## config.mk

```make
export PLATFORM = sky130hd
export DESIGN_NAME = rgb_to_gray_pp_flat
export DESIGN_NICKNAME = d
export VERILOG_FILES = /design/src/rtl/rgb_to_gray_pp_if.sv /design/src/rtl/rgb_to_gray_pp.sv /design/src/flat_wrapper.sv
export SDC_FILE = /design/constraint.sdc
export NUM_CORES = 1
export LEC_CHECK = 0
export CORE_MARGIN = 1.5
export CORE_UTILIZATION = 35
export CTS_CLUSTER_SIZE = 20
export DETAILED_ROUTE_END_ITERATION = 7
export GPL_TIMING_DRIVEN = 0
export RECOVER_POWER = 25
export SLEW_MARGIN = 0
export SYNTH_ARGS = -nofsm -noshare
export SYNTH_HDL_FRONTEND = slang
export SYNTH_SLANG_ARGS = --single-unit
```

## constraint.sdc

```tcl
create_clock -name aclk -period 8.82 [get_ports aclk]
set_clock_uncertainty 0.1 [all_clocks]
set_input_delay 1.764 -clock aclk [delete_from_list [all_inputs] [get_ports aclk]]
set_output_delay 1.764 -clock aclk [all_outputs]
set_load 0.005 [all_outputs]
```

## src/rtl/rgb_to_gray_pp_if.sv

```systemverilog
// AXI4-Stream video link (tdata/tvalid/tready/tuser/tlast).
// master drives the beat, slave drives tready.
interface rgb_to_gray_pp_if #(
  parameter int W = 8
) ();
  logic [W-1:0] tdata;
  logic         tvalid;
  logic         tready;
  logic         tuser;
  logic         tlast;

  modport master (
    output tdata, tvalid, tuser, tlast,
    input  tready
  );

  modport slave (
    input  tdata, tvalid, tuser, tlast,
    output tready
  );
endinterface

```

## src/rtl/rgb_to_gray_pp.sv

```systemverilog
// RGB->gray, PPC pixels/beat, 3-stage pipeline with backpressure.
// Define RGB2GRAY_ROUND_EN for round-half-up instead of truncation.
module rgb_to_gray_pp #(
  parameter int DATA_WIDTH = 8,
  parameter int PPC        = 4,
  parameter int COEF_W     = 9,
  parameter int COEF_FRAC  = 8,
  parameter int K_R        = 77,
  parameter int K_G        = 150,
  parameter int K_B        = 29
) (
  input  logic             aclk,
  input  logic             areset,
  rgb_to_gray_pp_if.slave  s_axis_rgb,
  rgb_to_gray_pp_if.master m_axis_gray
);

  localparam int DW = DATA_WIDTH;
  localparam int PW = DW + COEF_W;
  localparam int SW = PW + 2;

  localparam logic [COEF_W-1:0] KR = COEF_W'(K_R);
  localparam logic [COEF_W-1:0] KG = COEF_W'(K_G);
  localparam logic [COEF_W-1:0] KB = COEF_W'(K_B);

  localparam logic [SW-1:0] YMAX =
    {{(SW-DW){1'b0}}, {DW{1'b1}}};

`ifdef RGB2GRAY_ROUND_EN
  localparam logic [SW-1:0] RND =
    SW'(1) << (COEF_FRAC - 1);
`else
  localparam logic [SW-1:0] RND = '0;
`endif

  logic v1, v2, v3;
  logic u1, u2, u3;
  logic l1, l2, l3;
  logic en;

  logic [PW-1:0] pr [PPC];
  logic [PW-1:0] pg [PPC];
  logic [PW-1:0] pb [PPC];
  logic [SW-1:0] sum [PPC];

  logic [DW*PPC-1:0] gray_d;
  logic [DW*PPC-1:0] gray_q;

  // Whole pipe advances together; bubbles collapse only at the output.
  assign en = ~v3 | m_axis_gray.tready;

  assign s_axis_rgb.tready  = en;
  assign m_axis_gray.tvalid = v3;
  assign m_axis_gray.tuser  = u3;
  assign m_axis_gray.tlast  = l3;
  assign m_axis_gray.tdata  = gray_q;

  always_ff @(posedge aclk) begin
    if (areset) begin
      v1 <= 1'b0;
      v2 <= 1'b0;
      v3 <= 1'b0;
      u1 <= 1'b0;
      u2 <= 1'b0;
      u3 <= 1'b0;
      l1 <= 1'b0;
      l2 <= 1'b0;
      l3 <= 1'b0;
      gray_q <= '0;
    end else if (en) begin
      v1 <= s_axis_rgb.tvalid;
      v2 <= v1;
      v3 <= v2;
      if (s_axis_rgb.tvalid) begin
        u1 <= s_axis_rgb.tuser;
        l1 <= s_axis_rgb.tlast;
      end
      if (v1) begin
        u2 <= u1;
        l2 <= l1;
      end
      if (v2) begin
        u3 <= u2;
        l3 <= l2;
        gray_q <= gray_d;
      end
    end
  end

  always_ff @(posedge aclk) begin
    if (en && s_axis_rgb.tvalid) begin
      for (int p = 0; p < PPC; p++) begin
        pr[p] <= PW'(KR) *
          PW'(s_axis_rgb.tdata[3*DW*p + 2*DW +: DW]);
        pg[p] <= PW'(KG) *
          PW'(s_axis_rgb.tdata[3*DW*p +: DW]);
        pb[p] <= PW'(KB) *
          PW'(s_axis_rgb.tdata[3*DW*p + DW +: DW]);
      end
    end
  end

  always_ff @(posedge aclk) begin
    if (en && v1) begin
      for (int p = 0; p < PPC; p++) begin
        sum[p] <= SW'(pr[p]) + SW'(pg[p]) +
          SW'(pb[p]) + RND;
      end
    end
  end

  always_comb begin
    logic [SW-1:0] y;
    y      = '0;
    gray_d = '0;
    for (int p = 0; p < PPC; p++) begin
      y = sum[p] >> COEF_FRAC;
      if (y > YMAX) begin
        gray_d[DW*p +: DW] = {DW{1'b1}};
      end else begin
        gray_d[DW*p +: DW] = y[DW-1:0];
      end
    end
  end

endmodule

```

## src/flat_wrapper.sv

```systemverilog
// flat-port wrapper written by rule: the top's interface ports become plain ports
module rgb_to_gray_pp_flat 
#(
  parameter int DATA_WIDTH = 8,
  parameter int PPC        = 4,
  parameter int COEF_W     = 9,
  parameter int COEF_FRAC  = 8,
  parameter int K_R        = 77,
  parameter int K_G        = 150,
  parameter int K_B        = 29
)
  (aclk, areset, s_axis_rgb_tdata, s_axis_rgb_tvalid, s_axis_rgb_tuser, s_axis_rgb_tlast, s_axis_rgb_tready, m_axis_gray_tdata, m_axis_gray_tvalid, m_axis_gray_tuser, m_axis_gray_tlast, m_axis_gray_tready);
  rgb_to_gray_pp_if #(.W(96)) s_axis_rgb_i ();
  rgb_to_gray_pp_if #(.W(32)) m_axis_gray_i ();
  input  logic aclk;
  input  logic areset;
  input wire logic [$bits(s_axis_rgb_i.tdata)-1:0] s_axis_rgb_tdata;
  input wire logic [$bits(s_axis_rgb_i.tvalid)-1:0] s_axis_rgb_tvalid;
  input wire logic [$bits(s_axis_rgb_i.tuser)-1:0] s_axis_rgb_tuser;
  input wire logic [$bits(s_axis_rgb_i.tlast)-1:0] s_axis_rgb_tlast;
  output wire logic [$bits(s_axis_rgb_i.tready)-1:0] s_axis_rgb_tready;
  output wire logic [$bits(m_axis_gray_i.tdata)-1:0] m_axis_gray_tdata;
  output wire logic [$bits(m_axis_gray_i.tvalid)-1:0] m_axis_gray_tvalid;
  output wire logic [$bits(m_axis_gray_i.tuser)-1:0] m_axis_gray_tuser;
  output wire logic [$bits(m_axis_gray_i.tlast)-1:0] m_axis_gray_tlast;
  input wire logic [$bits(m_axis_gray_i.tready)-1:0] m_axis_gray_tready;
  assign s_axis_rgb_i.tdata = s_axis_rgb_tdata;
  assign s_axis_rgb_i.tvalid = s_axis_rgb_tvalid;
  assign s_axis_rgb_i.tuser = s_axis_rgb_tuser;
  assign s_axis_rgb_i.tlast = s_axis_rgb_tlast;
  assign s_axis_rgb_tready = s_axis_rgb_i.tready;
  assign m_axis_gray_tdata = m_axis_gray_i.tdata;
  assign m_axis_gray_tvalid = m_axis_gray_i.tvalid;
  assign m_axis_gray_tuser = m_axis_gray_i.tuser;
  assign m_axis_gray_tlast = m_axis_gray_i.tlast;
  assign m_axis_gray_i.tready = m_axis_gray_tready;
  rgb_to_gray_pp #(.DATA_WIDTH(DATA_WIDTH), .PPC(PPC), .COEF_W(COEF_W), .COEF_FRAC(COEF_FRAC), .K_R(K_R), .K_G(K_G), .K_B(K_B)) u_core (.aclk(aclk), .areset(areset), .s_axis_rgb(s_axis_rgb_i), .m_axis_gray(m_axis_gray_i));
endmodule
```

==> metrics, run 1 <==
Via density 4.90; vias in the first global route 16,400; GRT Util Overall 14.0%; clock transition at the registers of the reported paths 0.05 ns; relative slew slack -113%; WL met1 21.0 mm; setup bufs post-CTS 0; DRC viols 0; Net count, final ~3,000; io pins ~140; EDFF count, synth 212; post-route cell area 26,300 um^2; total wire length 46.2 mm; area delta synth->final 15.3%; gr ovfl total 0; ANT cells 0; violated checks max-capacitance violations, max-slew violations; FP Rows 93; dominant synthesized flop cell edfxtp_1; CP Data Arrival Time 6.47 ns; final setup TNS 0 ns; DP Area 25,300 um^2; I/O Buffers around 140; first-pass GRT wire length about 78 mm; period utilisation layout ~72%; worst path required time 8.90 ns; Initial Utilization between 30% and 40%; Root Driver clkbuf_16; Max Fclk 157 MHz; crit path launch type input port; Hold WC Path Type reg -> reg; DIE HEIGHT 258 um; #FFs+latches synth 253; largest net degree at the start of global routing between 100 and 150; commonest non-fill, non-tap cell in the layout ha_1; Worst-Margin Slew ~3.2 ns; Starting DRT DRC Count 523; Async SR Flop Fraction 0%; Leakage 12.1 nW; Synth Cell Area 22,800 um^2; most frequent cells in the layout 500 x ha_1, 312 x inv_1, 212 x edfxtp_1; detailed placement HPWL between 30 and 40 mm; H-tree levels 1; share of cells above drive strength 1 3.07%; CTS sink count 253; slowest CP cell clkinvlp_2; RePlAce Congestion between 0.8 and 0.9; RSZ-0062 raised after global routing false; Crit Path Class in -> reg; routed wl met3 2.29 mm; fin. max-slew vios a little under 70; die area 66,800 um^2; Final Total Pwr approximately 0.008 W; max cap viols 1; Final setup viols 0; Layout fillers 6,169; Post-DRT Antenna Nets 0; Crit path largest cell delay ~2.4 ns; worst skew pair latency 0.58 ns; core area 64,500 um^2; Seq/Total Area, Yosys 31.5%; cts hold-fix bufs 0; power per cell area about 300 nW/um^2; Yosys warning count 0; DIE WIDTH 258 um; CTS tree yes; uppermost routed layer met4; initial antenna violation count 0; Mapped Cells 2,147; Post-CTS Resized 0; WL/cell 14.4 um; CTS Buf Count 31; Vias 15,700; CP Max Fanout 107; min Tclk post-route 6.38 ns; final hold violation count 0; Avg Inst Size Synth 10.6 um^2; Max VDD drop 174 uV; Worst setup EP type flip-flop; Longest Clk Path Bufs 3; metal2 WL roughly 22 mm; status finished with violations; crit-path cells dlygate4sd3_1 > nor2b_1 > inv_1 > nand2_1 > clkinvlp_2 > buf_16; Netlist cell types 65; total iterations of the first detailed-routing run 5
==> cells in the mapped netlist (11+ instances only) <==
| master | number | area, um^2 |
|---|---|---|
| ha_1 | 500 | 6260 |
| inv_1 | 314 | 1180 |
| edfxtp_1 | 212 | 6370 |
| a21oi_1 | 150 | 751 |
| xnor2_1 | 115 | 1010 |
| fa_1 | 108 | 2160 |
| nor2_1 | 94 | 353 |
| nor3_1 | 89 | 445 |
| nand2_1 | 64 | 240 |
| o21ai_0 | 62 | 310 |
| xor2_1 | 55 | 482 |
| a21o_1 | 52 | 390 |
| dfxtp_1 | 41 | 821 |
| o21bai_1 | 33 | 248 |
| and2_1 | 22 | 138 |
| nand3_1 | 19 | 95.1 |
| nor2b_1 | 16 | 100 |
| a211oi_1 | 13 | 97.6 |
| o21a_1 | 13 | 97.6 |
| clkbuf_1 | 12 | 45.0 |
| nand4_1 | 12 | 75.1 |
| o31ai_1 | 11 | 82.6 |
| or2_2 | 11 | 68.8 |
==> cell families (layout without fill, tap and decap cells) <==
kind of cell               count (synthesis)  count (layout)  share of synthesized area (%)
xor gates and xnor gates                 170             170                           6.52
other                                      1               4                         0.0164
adders and majority gates                608             608                           36.9
buffers and inverters                    331             526                           5.44
and+or+nand+nor                          379             379                           8.35
AOI/OAI and AO/OA                        405             405                           11.3
DFF                                      253             253                           31.5
==> report_power, final <==
| part | switching [W] | internal [W] |
|---|---|---|
| clock network | 0.000519 | 0.000738 |
| registers | 0.000124 | 0.00193 |
| logic | 0.00257 | 0.00209 |
| total | 0.00321 | 0.00476 |
==> worst paths after layout <==
kind	start	to	slack [ns]	depth (start not counted)
setup reg to reg	u_core.m_axis_gray.tvalid	u_core.pr[2][8]	3.82	5
hold / removal	u_core.u2	u_core.u2	0.36	2
setup / recovery	m_axis_gray_tready	u_core.pr[2][8]	2.44	6
hold reg to reg	u_core.u2	u_core.u2	0.36	2
==> flip-flops by register name (all words and copies together), names as in the netlist <==
name                       count
u_core.pg                     60
u_core.m_axis_gray.tvalid      1
u_core.m_axis_gray.tuser       1
u_core.m_axis_gray.tlast       1
u_core.l1                      1
u_core.m_axis_gray.tdata      32
u_core.pb                     52
u_core.l2                      1
u_core.pr                     60
u_core.v2                      1
u_core.v1                      1
u_core.sum                    40
u_core.u2                      1
u_core.u1                      1
==> final cells by class <==
cell class              count  area [um^2]  share of cell area [%]
clock inverters            14         76.3                   0.290
repair buffers            137         1390                    5.28
multi-input cells        1566        14400                    54.8
flip-flops and latches    253         7190                    27.3
well taps                 855         1070                    4.07
plain buffers              17         63.8                   0.242
clock buffers              44          940                    3.57
inverters                 314         1180                    4.48
==> per-layer routing <==
layer  vias to the layer above  global-route usage [%]
met5                         -                       0
met4                         0                    3.14
met3                        56                    2.91
met2                       189                    24.8
met1                      7455                    17.5
li1                       7976                       -
==> worst max-delay path, delay by kind of cell <==
family	cells	cell delay [ns]
buffers and inverters	4	4.08
and+or+nand+nor	2	0.42
==> through the flow <==
step	utilization, %	hold slack, ns	worst slack, ns	instances
finish	40.8	0.358	2.44	3200
global route	40.8	0.375	2.04	3200
CTS	40.8	0.356	3.64	3200
detailed placement	39.3	0.349	3.01	3142
global placement	39.2	0.345	0.568	3141
floorplan	-	0.332	2.78	2150
Note: power is estimated with default switching activity, not from simulation.
==> run 2, diff against run 1 <==
==> constraint.sdc (replaced) <==
create_clock -name aclk -period 6.6 [get_ports aclk]
set_clock_uncertainty 0.1 [all_clocks]
set_input_delay 1.32 -clock aclk [delete_from_list [all_inputs] [get_ports aclk]]
set_output_delay 1.32 -clock aclk [all_outputs]
set_load 0.005 [all_outputs]
==> run 2 against run 1 <==
Against the previous run:
- the run now ends clean
- final area about the same
- sequential share of layout area hardly changed
- routed wire length about the same
- worst setup slack worse by 0.65 ns
- total power increased by 34%
- register-to-register slack worse by 1.2 ns
- global-route usage is the same
- combinational power up 33%
- largest power group unchanged
==> metrics, run 2 (synthesized netlist as in run 1, its figures left out) <==
worst path required time 6.82 ns; Post-CTS Resized 0; reg2reg path depth 16; die area about 67,000 um^2; power per cell area 405 nW/um^2; largest net degree at the start of global routing 108; final hold violation count 0; WL/cell approximately 14 um; FP Rows 93; slowest CP cell dlygate4sd3_1; Crit Path Class in -> reg; dpl ws between 1 and 1.5 ns; crit path launch type input port; Worst Setup EP u_core.pb[2][12]; CTS Buf Count 31; top flop regs u_core.pg x60, u_core.pr x60, u_core.pb x52; DIE HEIGHT 258 um; Post-DRT Antenna Nets 0; CTS sink count approximately 250; Longest Clk Path Bufs 3; CP Max Fanout 4; detailed placement HPWL 37.9 mm; Worst-Margin Slew 0.909 ns; ANT cells 0; min Tclk post-route between 4 and 5 ns; share of cells above drive strength 1 3.07%; critical path's top delay family adder cells; period utilisation layout 73.0%; gr ovfl total 0; area delta synth->final 15.3%; DP Area about 25,000 um^2; Root Driver clkbuf_16; DRC viols 0; cts hold-fix bufs 0; crit-path cells dlygate4sd3_1 > inv_1 > fa_1 > inv_1 > ha_1 > fa_1 > ha_1 > a21oi_1 > o21bai_1 > a21oi_1 > o21ai_0 > a2111oi_0 > nor3_1; DIE WIDTH approximately 260 um; total iterations of the first detailed-routing run 4; area of the multi-input gates 14,400 um^2; RePlAce Congestion 0.840; setup bufs post-CTS 0; clock transition at the registers of the reported paths around 0.060 ns; fin. max-slew vios 0; CP Data Arrival Time 5.04 ns; Hold WC Path Type reg -> reg; CTS tree yes; total wire length around 46 mm; Final setup viols 0; area occupied by registers 7190 um^2; Max Fclk between 200 and 250 MHz; final hold slack 0.358 ns; Net count, final between 3,000 and 4,000; crit path buf inv count 3; Vias 15,700; Worst setup EP type flip-flop; Initial Utilization 35.4%; worst skew pair latency 0.58 ns; reg-to-reg critical path startpoint u_core.pg[0][0]; Critical Path Source s_axis_rgb_tdata[57]; initial antenna violation count 0; vias in the first global route 16,400; core area 64,500 um^2; relative slew slack about two fifths; I/O Buffers 136; reg-to-reg endpoint u_core.sum[0][14]; Crit path largest cell delay ~0.63 ns; max cap viols 0; critical path depth 13; Max VDD drop 232 uV; Setup WS post-layout 1.78 ns; Final Total Pwr 0.0106 W; Via density 4.90; Leakage 12.1 nW; GRT Util Overall 14.0%; reg2reg setup slack 2.60 ns; post-route cell area 26,300 um^2; Starting DRT DRC Count 525; Layout fillers just over 6,000; commonest non-fill, non-tap cell in the layout ha_1; RSZ-0062 raised after global routing false; status finished clean; H-tree levels 1; io pins 138; most frequent cells in the layout 500 x ha_1, 312 x inv_1, 212 x edfxtp_1; first-pass GRT wire length about 80 mm
==> run 2: changes by cell type in the layout (fill, tap and decap cells not counted), sizes merged <==
cell	delta
clkinvlp	-1
inv	+1
==> run 2: final cells by class <==
type	count	share of cell area, %
clock inverter	14	0.290
clock buffer	44	3.57
sequential	253	27.3
inverter	314	4.51
tap	855	4.06
buffer	17	0.242
timing repair buffer	137	5.28
multi-input combinational	1566	54.7
==> run 2: report_power, final <==
group | leakage [nW] | internal, W | switching (W)
registers | 2.39 | 0.00258 | 0.000165
clock network | 0.505 | 0.000987 | 0.000693
logic | 9.17 | 0.00279 | 0.00343
==> run 2: per-layer routing <==
layer | vias to the layer above | GRT usage, % | part of all wire [%]
met5 | - | 0 | 0
met4 | 0 | 3.14 | 1.6
met3 | 54 | 2.91 | 4.9
met2 | 194 | 24.8 | 48
met1 | 7452 | 17.5 | 46
li1 | 7975 | - | -
==> run 2: how the worst min path moves through the flow <==
| stage | start | end | slack (ns) | cells after the start |
|---|---|---|---|---|
| 3_3_place_gp | u_core.v1 | u_core.v1 | 0.35 | 2 |
| 6_report | u_core.u2 | u_core.u2 | 0.36 | 2 |
| 2_1_floorplan | u_core.l1 | u_core.l2 | 0.33 | 2 |
| 4_1_cts | u_core.u2 | u_core.u2 | 0.36 | 2 |
| 5_1_grt | u_core.u2 | u_core.u2 | 0.37 | 2 |
| 3_5_place_dp | u_core.u2 | u_core.u2 | 0.35 | 2 |
==> run 2: through the flow <==
stage | utilization, % | TNS (ns) | instances
3_5_place_dp | 39.3 | 0 | 3142
3_3_place_gp | 39.2 | -204.36 | 3141
6_report | 40.8 | 0 | 3200
2_1_floorplan | - | 0 | 2150
5_1_grt | 40.8 | 0 | 3200
4_1_cts | 40.8 | 0 | 3200
==> run 2: worst reg2reg max path, delay by kind of cell (launching register included) <==
family	cells	cell delay, ns
xor+xnor	2	0.25
simple gates	4	0.48
fa+ha+maj	3	0.86
compound gates	6	1.65
buf+inv	1	0.06
flops	1	0.33
